[src/rtl/pcm_sample_fifo.sv]
// Stereo PCM elastic buffer feeding the I2S serializer.
// Absorbs producer rate jitter, primes to half full before playback,
// conceals underflow by repeating the last frame, and applies an optional
// mono mix plus power-of-two attenuation in a two-stage output pipeline.
module pcm_sample_fifo #(
  parameter int DEPTH = 16,
  parameter int WIDTH = 16
) (
  input  logic                     clk_50MHz,
  input  logic                     reset,
  input  logic                     in_valid,
  input  logic [WIDTH-1:0]         in_l,
  input  logic [WIDTH-1:0]         in_r,
  output logic                     in_ready,
  input  logic                     out_req,
  input  logic                     mono,
  input  logic [2:0]               vol_shift,
  input  logic                     clr_flags,
  output logic [WIDTH-1:0]         out_l,
  output logic [WIDTH-1:0]         out_r,
  output logic                     out_valid,
  output logic [$clog2(DEPTH):0]   level,
  output logic                     overflow,
  output logic [7:0]               underflow_cnt
);

  localparam int AW = $clog2(DEPTH);
  localparam logic [AW:0] LEVEL_ONE  = (AW+1)'(1);
  localparam logic [AW:0] LEVEL_HALF = (AW+1)'(DEPTH / 2);
  localparam logic [AW:0] LEVEL_FULL = (AW+1)'(DEPTH);

  typedef enum logic [0:0] {
    ST_FILL = 1'b0,
    ST_RUN  = 1'b1
  } state_t;

  logic [2*WIDTH-1:0] mem_r [DEPTH];
  logic [AW:0]        wr_ptr_r;
  logic [AW:0]        rd_ptr_r;
  logic [AW:0]        level_r;
  logic [AW:0]        level_nxt_s;
  logic               in_ready_r;
  state_t             state_r;
  state_t             state_nxt_s;
  logic [2*WIDTH-1:0] last_r;
  logic               stg1_valid_r;
  logic [WIDTH-1:0]   out_l_r;
  logic [WIDTH-1:0]   out_r_r;
  logic               out_valid_r;
  logic               overflow_r;
  logic [7:0]         uf_cnt_r;

  logic               full_s;
  logic               empty_s;
  logic               wr_fire_s;
  logic               drop_s;
  logic               pop_s;
  logic               uf_event_s;

  logic signed [WIDTH-1:0] ch_l_s;
  logic signed [WIDTH-1:0] ch_r_s;
  logic signed [WIDTH:0]   sum_s;
  logic signed [WIDTH-1:0] proc_l_s;
  logic signed [WIDTH-1:0] proc_r_s;

  assign full_s     = (wr_ptr_r[AW] != rd_ptr_r[AW]) &&
                      (wr_ptr_r[AW-1:0] == rd_ptr_r[AW-1:0]);
  assign empty_s    = (wr_ptr_r == rd_ptr_r);
  // in_ready_r mirrors !full_s; using the registered copy means a write
  // while full is dropped even if a pop frees a slot in the same cycle.
  assign wr_fire_s  = in_valid && in_ready_r;
  assign drop_s     = in_valid && !in_ready_r;

  // Entry count after this cycle's accepted write and/or pop
  always_comb begin
    level_nxt_s = level_r;
    case ({wr_fire_s, pop_s})
      2'b10:   level_nxt_s = level_r + LEVEL_ONE;
      2'b01:   level_nxt_s = level_r - LEVEL_ONE;
      default: level_nxt_s = level_r;
    endcase
  end

  // Playback state: prime to half full, then serve requests until underflow
  always_comb begin
    state_nxt_s = state_r;
    pop_s       = 1'b0;
    uf_event_s  = 1'b0;
    case (state_r)
      ST_FILL: begin
        if (level_r >= LEVEL_HALF) begin
          state_nxt_s = ST_RUN;
        end else begin
          state_nxt_s = ST_FILL;
        end
      end
      ST_RUN: begin
        if (out_req && !empty_s) begin
          pop_s = 1'b1;
        end else if (out_req) begin
          uf_event_s  = 1'b1;
          state_nxt_s = ST_FILL;
        end else begin
          state_nxt_s = ST_RUN;
        end
      end
      default: begin
        state_nxt_s = ST_FILL;
      end
    endcase
  end

  // Stage-2 sample processing: optional mono mix, then arithmetic attenuation
  always_comb begin
    sum_s = $signed({last_r[2*WIDTH-1], last_r[2*WIDTH-1:WIDTH]}) +
            $signed({last_r[WIDTH-1], last_r[WIDTH-1:0]});
    if (mono) begin
      ch_l_s = sum_s[WIDTH:1];
      ch_r_s = sum_s[WIDTH:1];
    end else begin
      ch_l_s = $signed(last_r[2*WIDTH-1:WIDTH]);
      ch_r_s = $signed(last_r[WIDTH-1:0]);
    end
    proc_l_s = ch_l_s >>> vol_shift;
    proc_r_s = ch_r_s >>> vol_shift;
  end

  // Sample storage; contents are only meaningful behind the pointers
  always_ff @(posedge clk_50MHz) begin
    if (wr_fire_s) begin
      mem_r[wr_ptr_r[AW-1:0]] <= {in_l, in_r};
    end
  end

  // Pointers, level, ready flag and FSM state
  always_ff @(posedge clk_50MHz or posedge reset) begin
    if (reset) begin
      wr_ptr_r   <= '0;
      rd_ptr_r   <= '0;
      level_r    <= '0;
      in_ready_r <= 1'b1;
      state_r    <= ST_FILL;
    end else begin
      if (wr_fire_s) begin
        wr_ptr_r <= wr_ptr_r + LEVEL_ONE;
      end
      if (pop_s) begin
        rd_ptr_r <= rd_ptr_r + LEVEL_ONE;
      end
      level_r    <= level_nxt_s;
      in_ready_r <= (level_nxt_s != LEVEL_FULL);
      state_r    <= state_nxt_s;
    end
  end

  // Stage 1: latch the popped frame, or keep the last one for concealment
  always_ff @(posedge clk_50MHz or posedge reset) begin
    if (reset) begin
      last_r       <= '0;
      stg1_valid_r <= 1'b0;
    end else begin
      if (pop_s) begin
        last_r <= mem_r[rd_ptr_r[AW-1:0]];
      end
      stg1_valid_r <= out_req;
    end
  end

  // Stage 2: registered DAC outputs, held between pulses
  always_ff @(posedge clk_50MHz or posedge reset) begin
    if (reset) begin
      out_l_r     <= '0;
      out_r_r     <= '0;
      out_valid_r <= 1'b0;
    end else begin
      if (stg1_valid_r) begin
        out_l_r <= proc_l_s;
        out_r_r <= proc_r_s;
      end
      out_valid_r <= stg1_valid_r;
    end
  end

  // Sticky status; a same-cycle event beats the clear request
  always_ff @(posedge clk_50MHz or posedge reset) begin
    if (reset) begin
      overflow_r <= 1'b0;
      uf_cnt_r   <= 8'd0;
    end else begin
      if (drop_s) begin
        overflow_r <= 1'b1;
      end else if (clr_flags) begin
        overflow_r <= 1'b0;
      end
      if (uf_event_s && clr_flags) begin
        uf_cnt_r <= 8'd1;
      end else if (uf_event_s) begin
        if (uf_cnt_r != 8'd255) begin
          uf_cnt_r <= uf_cnt_r + 8'd1;
        end
      end else if (clr_flags) begin
        uf_cnt_r <= 8'd0;
      end
    end
  end

  assign in_ready      = in_ready_r;
  assign out_l         = out_l_r;
  assign out_r         = out_r_r;
  assign out_valid     = out_valid_r;
  assign level         = level_r;
  assign overflow      = overflow_r;
  assign underflow_cnt = uf_cnt_r;

endmodule
[config.mk]
export PLATFORM = sky130hd
export DESIGN_NAME = pcm_sample_fifo
export DESIGN_NICKNAME = d
export VERILOG_FILES = /design/src/rtl/pcm_sample_fifo.sv
export SDC_FILE = /design/constraint.sdc
export NUM_CORES = 1
export LEC_CHECK = 0
export CORE_MARGIN = 1.5
export CORE_UTILIZATION = 60
export CTS_BUF_LIST = sky130_fd_sc_hd__clkbuf_2 sky130_fd_sc_hd__clkbuf_4 sky130_fd_sc_hd__clkbuf_8
export CTS_CLUSTER_SIZE = 10
export DETAILED_ROUTE_END_ITERATION = 7
export PLACE_DENSITY = 0.84
export SETUP_SLACK_MARGIN = 0.05
export SLEW_MARGIN = 10
export SYNTH_ARGS = -nofsm -noshare
export SYNTH_HDL_FRONTEND = slang
export SYNTH_SLANG_ARGS = --single-unit
[constraint.sdc]
create_clock -name clk_50MHz -period 7.6 [get_ports clk_50MHz]
set_clock_uncertainty 0.05 [all_clocks]
set_input_delay 1.52 -clock clk_50MHz [delete_from_list [all_inputs] [get_ports clk_50MHz]]
set_output_delay 1.52 -clock clk_50MHz [all_outputs]
set_load 0.01 [all_outputs]
# Word level (Yosys, flattened, before mapping)
# Memory sizes are Yosys's and may differ from the RTL's. A register that Yosys moved wholly into a read port is not among the register bits.
# Index checks and enable logic that the tools add are counted.
word_totals:
  in_bits: 41
  mem_bits_rw: 512
  latchBits: 0
  elab_cells: 57
  n_memories: 1
  reg_bits: 60
  rom_bits: 0
memory_table:
  columns: ["memory", "words", "width", "rd", "rd_clocked_by_memory_dff", "wr", "line_no", "rtl"]
  rows:
  - ["mem_r", 16, 32, 1, 1, 1, "37", "logic [2*WIDTH-1:0] mem_r [DEPTH];"]
op_classes:
  n_shift: 2
  mul: 0
  mux: 20
  add_sub_neg: 6
  n_reduce_logical: 9
  eq_ne: 6
  magnitude_cmp: 1
  n_bitwise: 1
  div_mod_pow: 0
ops:
  columns: ["cell", "n"]
  rows:
  - ["16-bit 2-to-1 mux", 2]
  - ["8-bit 2-to-1 mux", 4]
  - ["16-bit by 3-bit >>> shifter with 16-bit output", 2]
  - ["16-bit by 16-bit adder with 17-bit output", 1]
  - ["5-bit by 1-bit adder with 5-bit output (second input constant)", 3]
  - ["1-bit 2-to-1 mux", 12]
  - ["5-bit one-hot mux with 2 select lines", 1]
  - ["8-bit by 1-bit adder with 8-bit output (second input constant)", 1]
  - ["8-bit inequality test (second input constant)", 1]
  - ["5-bit == test", 1]
  - ["5-bit by 4-bit >= comparator with 1-bit output (second input constant)", 1]
  - ["5-bit inequality test (second input constant)", 1]
  - ["5-bit by 1-bit subtractor with 5-bit output (second input constant)", 1]
  - ["1-bit logical AND", 4]
  - ["3-bit by 1-bit inequality test with 1-bit output (second input constant)", 1]
  - ["3-bit nonzero test", 1]
  - ["2-bit by 1-bit == test with 1-bit output (second input constant)", 1]
  - ["2-bit == test (second input constant)", 1]
  - ["1-bit logical NOT", 2]
  - ["1-bit one-hot mux with 2 select lines", 1]
  - ["2-bit AND reduction", 1]
  - ["2-bit nonzero test", 1]
  - ["1-bit NOT", 1]

# Logic depth before layout (Yosys ltp)
# Gate-level depths: netlist of run 1.
depth:
  word_depth: 8
  ltp_mapped: 13
  ltp_nobuf: 12

# Worst setup path before layout of run 1
# OpenSTA, ideal clock, no wires.
synth_path:
  path_kind: "input port to flip-flop"
  startpoint: "input port in_valid"
  endpoint: "memory mem_r[3][0] in the netlist's numbering, enable pin"
  path_stages: 4
  t_arrival_ns: 4.268
  setup_slack_ns: 2.821
  path_buffers: 1
  setup_ns: 0.461
  t_required_ns: 7.089
  path_cell_list: "and2_1 -> clkbuf_1 -> nand2_1 -> nor3_1"
synth_between:
  elab_chain_cells: 3
synth_lines:
  columns: ["item", "line_no", "rtl"]
  rows:
  - ["from (decl)", "11", "input logic in_valid,"]
  - ["1-bit logical AND", "71", "assign wr_fire_s = in_valid && in_ready_r;"]
  - ["1-bit 2-to-1 mux", "130", "if (wr_fire_s) begin"]
  - ["1-bit 2-to-1 mux (implied by the code)", "131", "mem_r[wr_ptr_r[AW-1:0]] <= {in_l, in_r};"]
  - ["to (decl)", "37", null]
# Every way passes these cells.

# Worst setup path in the final report of run 1
layout_path:
  startpoint: "input port out_req"
  endpoint: "register in_ready_r, in the netlist in_ready"
layout_between:
  elab_chain_cells: 6
  word_cells_on_any_way: 7
  cone_classes: "eq/ne (3); mux (3); reduce/logical (1)"
layout_lines:
  columns: ["item", "line_no", "rtl"]
  rows:
  - ["from (decl)", "15", "input logic out_req,"]
  - ["1-bit logical AND (*)", "98", "if (out_req && !empty_s) begin"]
  - ["1-bit 2-to-1 mux (*)", "98", null]
  - ["1-bit 2-to-1 mux (*)", "89", "case (state_r)"]
  - ["2-bit by 1-bit == test with 1-bit output or 2-bit == test (tied branches)", "77", "case ({wr_fire_s, pop_s})"]
  - ["5-bit one-hot mux with 2 select lines (*)", "77", null]
  - ["net level_nxt_s[4]", "41", "logic [AW:0] level_nxt_s;"]
  - ["5-bit inequality test (*)", "151", "in_ready_r <= (level_nxt_s != LEVEL_FULL);"]
  - ["to (signal assigned)", "151", null]
  - ["to (decl)", "42", "logic in_ready_r;"]
# Mark *: on every way through the listed nets, which the timed path passes. The rest lies on a longest branch.
# A chain may end at the register's enable or synchronous reset.

==> results of run 1 <==
==> flip-flops by register name, summed over array words and instances, names as in the netlist <==
| signal | cells |
|---|---|
| mem_r | 512 |
| last_r | 32 |
| out_l | 16 |
| out_r | 16 |
| underflow_cnt | 8 |
| level | 5 |
| rd_ptr_r | 5 |
| wr_ptr_r | 5 |
| in_ready | 1 |
| out_valid | 1 |
| overflow | 1 |
| state_r | 1 |
| stg1_valid_r | 1 |
==> stage by stage <==
step / setup slack, ns / cell area, µm² / util (%) / hold slack (ns)
after detailed placement: 3.11 / 26900 / 64.2 / 0.433
after global placement: 3.24 / 26900 / 64.2 / 0.418
after floorplan: 2.82 / 25500 / - / 0.302
after global routing: 3.51 / 28800 / 68.6 / 0.468
final: 3.71 / 28800 / 68.6 / 0.444
after CTS: 3.70 / 28800 / 68.6 / 0.447
==> synthesized netlist by cell type (all sizes together) (3+ instances only) <==
| library cell | count | share of area, % |
|---|---|---|
| xor2 | 19 | 0.65 |
| nand3b | 3 | 0.088 |
| a211o | 7 | 0.24 |
| o21ai | 33 | 0.65 |
| a211oi | 21 | 0.62 |
| edfxtp | 512 | 60 |
| buf | 28 | 0.54 |
| nand3 | 17 | 0.33 |
| nor3 | 16 | 0.35 |
| clkbuf | 55 | 0.81 |
| and2 | 5 | 0.12 |
| inv | 17 | 0.25 |
| ha | 23 | 1.1 |
| o21a | 4 | 0.12 |
| nand2b | 13 | 0.32 |
| mux4 | 162 | 14 |
| mux2i | 25 | 0.98 |
| nand4 | 9 | 0.22 |
| nand2 | 58 | 0.87 |
| or3 | 4 | 0.098 |
| nor2 | 53 | 0.78 |
| o31a | 4 | 0.14 |
| o2bb2ai | 6 | 0.21 |
| dfrtp | 91 | 8.9 |
| a21o | 8 | 0.24 |
| o22a | 4 | 0.14 |
| o221ai | 8 | 0.27 |
| o22ai | 8 | 0.20 |
| or2 | 3 | 0.074 |
| a2bb2oi | 4 | 0.14 |
| nor2b | 19 | 0.47 |
| nor3b | 3 | 0.088 |
| o211ai | 12 | 0.35 |
| a221oi | 3 | 0.20 |
| mux2 | 41 | 1.8 |
| a21oi | 34 | 0.77 |
| xnor2 | 13 | 0.45 |
| and3 | 4 | 0.098 |
| a2111oi | 3 | 0.14 |
| o32ai | 5 | 0.20 |
| a31oi | 6 | 0.15 |
==> routing by layer <==
metal	wire (µm)	up-vias	GRT usage (%)
li1	-	5936	-
met1	21900	7008	35.0
met2	27700	581	43.0
met3	3540	104	4.39
met4	1520	4	9.70
met5	28	-	0
==> path summary, 6_finish.rpt <==
path	startpoint	slack (ns)	depth (start not counted)	to
hold reg to reg	out_r[13]	0.44	2	out_r[13]
hold / removal	out_r[13]	0.44	2	out_r[13]
setup / recovery	out_req	3.71	13	in_ready
max in group asynchronous	reset	5.10	3	rd_ptr_r[0]
setup reg to reg	rd_ptr_r[0]	3.79	5	last_r[11]
min in group asynchronous	reset	1.11	2	out_valid
==> final cells by class <==
class                   instances  area share [%]
clock buffers                 128            5.42
clock inverters                41           0.856
inverters                      17           0.230
multi-input cells             688            26.1
flip-flops and latches        604            61.5
well taps                     539            2.34
repair buffers                106            3.56
==> report_power, final <==
group / switching (W) / leakage [nW] / internal, W
Combinational: 0.00228 / 2.92 / 0.00205
Clock: 0.00120 / 0.948 / 0.00140
Sequential: 0.000448 / 5.72 / 0.00413
Total: 0.00393 / 9.59 / 0.00759
==> critical path, cell delays in order <==
cell and delay, ns:
clkdlybuf4s50_1 0.51, nand2_1 0.12, a21oi_4 0.11, buf_4 0.46, nand2_2 0.21, xnor2_1 0.18
ha_1 0.23, nand2b_1 0.09, a31oi_1 0.10, a211o_1 0.31, a31oi_1 0.21, xor2_1 0.21
nand4bb_1 0.12
==> cell families after synthesis <==
logic type | count (synthesis) | synth area share, %
flops | 604 | 69.3
mux | 228 | 17.1
simple gates | 215 | 4.21
compound gates | 189 | 5.45
buf+inv | 100 | 1.60
xor+xnor | 32 | 1.10
fa+ha+maj | 24 | 1.21
==> metrics.txt, run 1 <==
CTS tree done; clock-pin slew on the worst setup and hold paths 0.06 ns; Final min period 3.89 ns; # setup viols final 0; YS warnings 0; Mapped Nets around 1,500; Pre-Repair DR Iteration Count 7; EDFF count, synth between 500 and 600; Multi-input gate area 0.00752 mm²; via count 13,600; Arr. time, crit path between 4 and 5 ns; Antenna Nets Post-Route 0; Sink Count 604; commonest non-fill, non-tap cell in the layout edfxtp_1; Placer Congestion 0.927; Critical Path End Type flop; Async S/R FF share, synth 15.2%; total grt overflow 0; diode count 0; post-synthesis register bit count 604; Mapped Cells 1,392; Slew @ Worst Pin about 1.3 ns; post-route DRC violation count 0; worst relative slew slack approximately 16%; die area 0.0437 mm²; Worst EP required ~8 ns; first-pass GRT wire length 84,100 µm; Initial Util 60.8%; Register Area 0.0177 mm²; post-DP HPWL 33,700 µm; highest-count cells in the layout ignoring fill and taps edfxtp_1, mux4_2, clkbuf_8; Pwr Density between 400 and 500 mW/mm²; initial DRC count around 1,500; WL/cell 25.8 µm; fin nets 1,575; H-tree levels 3; vias in the first global route 14,000; hold crit path type flop to flop; Final period util 51.1%; Peak supply drop 0.211 mV; # fillers 2,518; CTS Buf Count between 90 and 100; WL final ~55,000 µm; placed insts 1,953; Boundary Pins 89; mapped cell area 0.0255 mm²; post-synthesis average cell area 18.3 µm²; unrepaired setup endpoints after global routing false; clock buffer depth 3; clk root buf clkbuf_8; total power 0.0115 W; critical path class input pin to flop; Worst Setup Start Kind input pin; Die Y between 200 and 250 µm; I/O Buffers just under 90; largest net degree at the start of global routing 77; # resized after CTS 0; Slew Viols, Final 0; post-synthesis sequential area ratio between 60% and 70%; die width 209 µm; final cell count without fillers 2,123; num rows 75; core area 0.0419 mm²; initial antenna violation count 2; Max Cap Viol 0; Synth cell types between 70 and 80; Setup Buffers After CTS 0; status completed; Lkg Pwr 9.59 nW; Avg Vias per Cell 6.42; Final Hold Fails 0; fmax 0.257 GHz; Post-synth top flop edfxtp_1; worst skew pair latency 0.64 ns; layout cells sized above 1 25.9%; worst-path maximum fanout 44; Layout area overhead 12.9%; setup tns final 0 ns; Total Routing Usage GR about a quarter; cts hold-fix bufs 0
Power figures use the tool's default switching activity.
==> inputs of run 2 (changes only) <==
Clock period 7.6 ns to 3.7 ns, I/O delays scaled along.
==> metrics.txt, run 2 (synthesis gave the netlist of run 1 again) <==
number of flip-flops in the largest register 512; Slew Viols, Final 0; Worst Setup Start Kind flop; core area 0.0419 mm²; worst relative slew slack 38.6%; share of power burned in registers a little under two fifths; Final min period 3.28 ns; Slew @ Worst Pin roughly 0.92 ns; Sink Count 604; layout cells sized above 1 between 20% and 30%; worst skew pair latency between 0.6 and 0.7 ns; vias in the first global route about 14,000; utilization after layout a little over two thirds; unrepaired setup endpoints after global routing false; Final Hold Fails 0; H-tree levels 3; # resized after CTS 0; clock share of power 23.1%; Total Routing Usage GR 26.9%; setup tns final 0 ns; critical path class flop to flop; die area 0.0437 mm²; die width between 200 and 250 µm; Layout area overhead 14.6%; DP Area 0.0273 mm²; status completed; Die Y 209 µm; hold crit path type flop to flop; Pre-Repair DR Iteration Count 5; Comb pwr share 38.6%; first-pass GRT wire length approximately 86,000 µm; final cell count without fillers 2,157; fin nets 1,605; Critical Path End Type flop; Initial Util 60.8%; hold_ws 0.437 ns; initial antenna violation count 2; post-DP HPWL ~35,000 µm; Worst EP required 4.19 ns; Max Cap Viol 0; Arr. time, crit path between 3 and 4 ns; cts hold-fix bufs 0; Sw Ratio 33.9%; post-route DRC violation count 0; post-route cell area 0.0292 mm²; largest net degree at the start of global routing 132; Boundary Pins 89; NetSw around 0.0081 W; worst-path maximum fanout 6; CTS tree done; commonest non-fill, non-tap cell in the layout edfxtp_1; Lkg Pwr 9.84 nW; via count 13,900; initial DRC count 1,338; # setup viols final 0; num rows 75; WL/cell approximately 26 µm; placed insts about 2,000; WL final 56,500 µm; Antenna Nets Post-Route 0; fmax 0.305 GHz; Internal Power 0.0158 W; I/O Buffers between 80 and 90; Setup Buffers After CTS 0; Placer Congestion 0.955; Avg Vias per Cell 6.47; clk root buf clkbuf_8; highest-count cells in the layout ignoring fill and taps edfxtp_1, mux4_2, clkbuf_8; Peak supply drop 0.509 mV; total grt overflow 0; clock-pin slew on the worst setup and hold paths about 0.060 ns; clock buffer depth 3; Final period util between 80% and 90%; Pwr Density 820 mW/mm²; CTS Buf Count roughly 90
-- run 2: final cells by class --
class	instances	area, µm²
Tap cell	539	674
Sequential cell	604	17700
Clock buffer	137	1670
Clock inverter	33	220
Fill cell	2541	12700
Multi-Input combinational cell	688	7550
Timing Repair Buffer	138	1360
Inverter	17	66.3
Antenna cell	1	2.50
-- run 2: critical path: stages (launching register included) --
cell and delay, ns:
dfrtp_1 0.41, and2_1 0.19, fa_1 0.40, a21o_1 0.22
a221oi_4 0.36, a2111oi_1 0.15, a311oi_2 0.48, o221ai_1 0.25
mux2i_1 0.26, mux2i_1 0.10, mux2_2 0.28
-- run 2: stage by stage --
stage	worst slack (ns)	power, W
2_1_floorplan	0.499	0.0156
3_3_place_gp	0.605	0.0183
3_5_place_dp	0.493	0.0185
4_1_cts	0.483	0.0241
5_1_grt	0.243	0.0251
6_report	0.420	0.0240
-- run 2: power groups by stage --
stage / sequential, W / combinational (W) / clock [W]
4_1_cts: 0.00919 / 0.00924 / 0.00564
6_report: 0.00919 / 0.00924 / 0.00553
5_1_grt: 0.00929 / 0.00989 / 0.00589
2_1_floorplan: 0.00908 / 0.00649 / 0
3_5_place_dp: 0.00932 / 0.00920 / 0
3_3_place_gp: 0.00922 / 0.00906 / 0
-- run 2: worst paths after layout --
kind | from | to | slack, ns | cells past startpoint
min in group asynchronous | reset | out_valid | 0.46 | 2
worst max-delay path | last_r[0] | out_l[4] | 0.42 | 10
worst max register to register | last_r[0] | out_l[4] | 0.42 | 10
worst min register to register | rd_ptr_r[4] | rd_ptr_r[4] | 0.44 | 1
worst min-delay path | rd_ptr_r[4] | rd_ptr_r[4] | 0.44 | 1
max in group asynchronous | reset | in_ready | 2.29 | 3
-- run 2: per-layer routing --
metal	global-route usage, %	routed length (µm)
met1	36.9	22200
met2	42.9	27800
met3	5.41	4550
met4	11.0	1930
met5	0	0
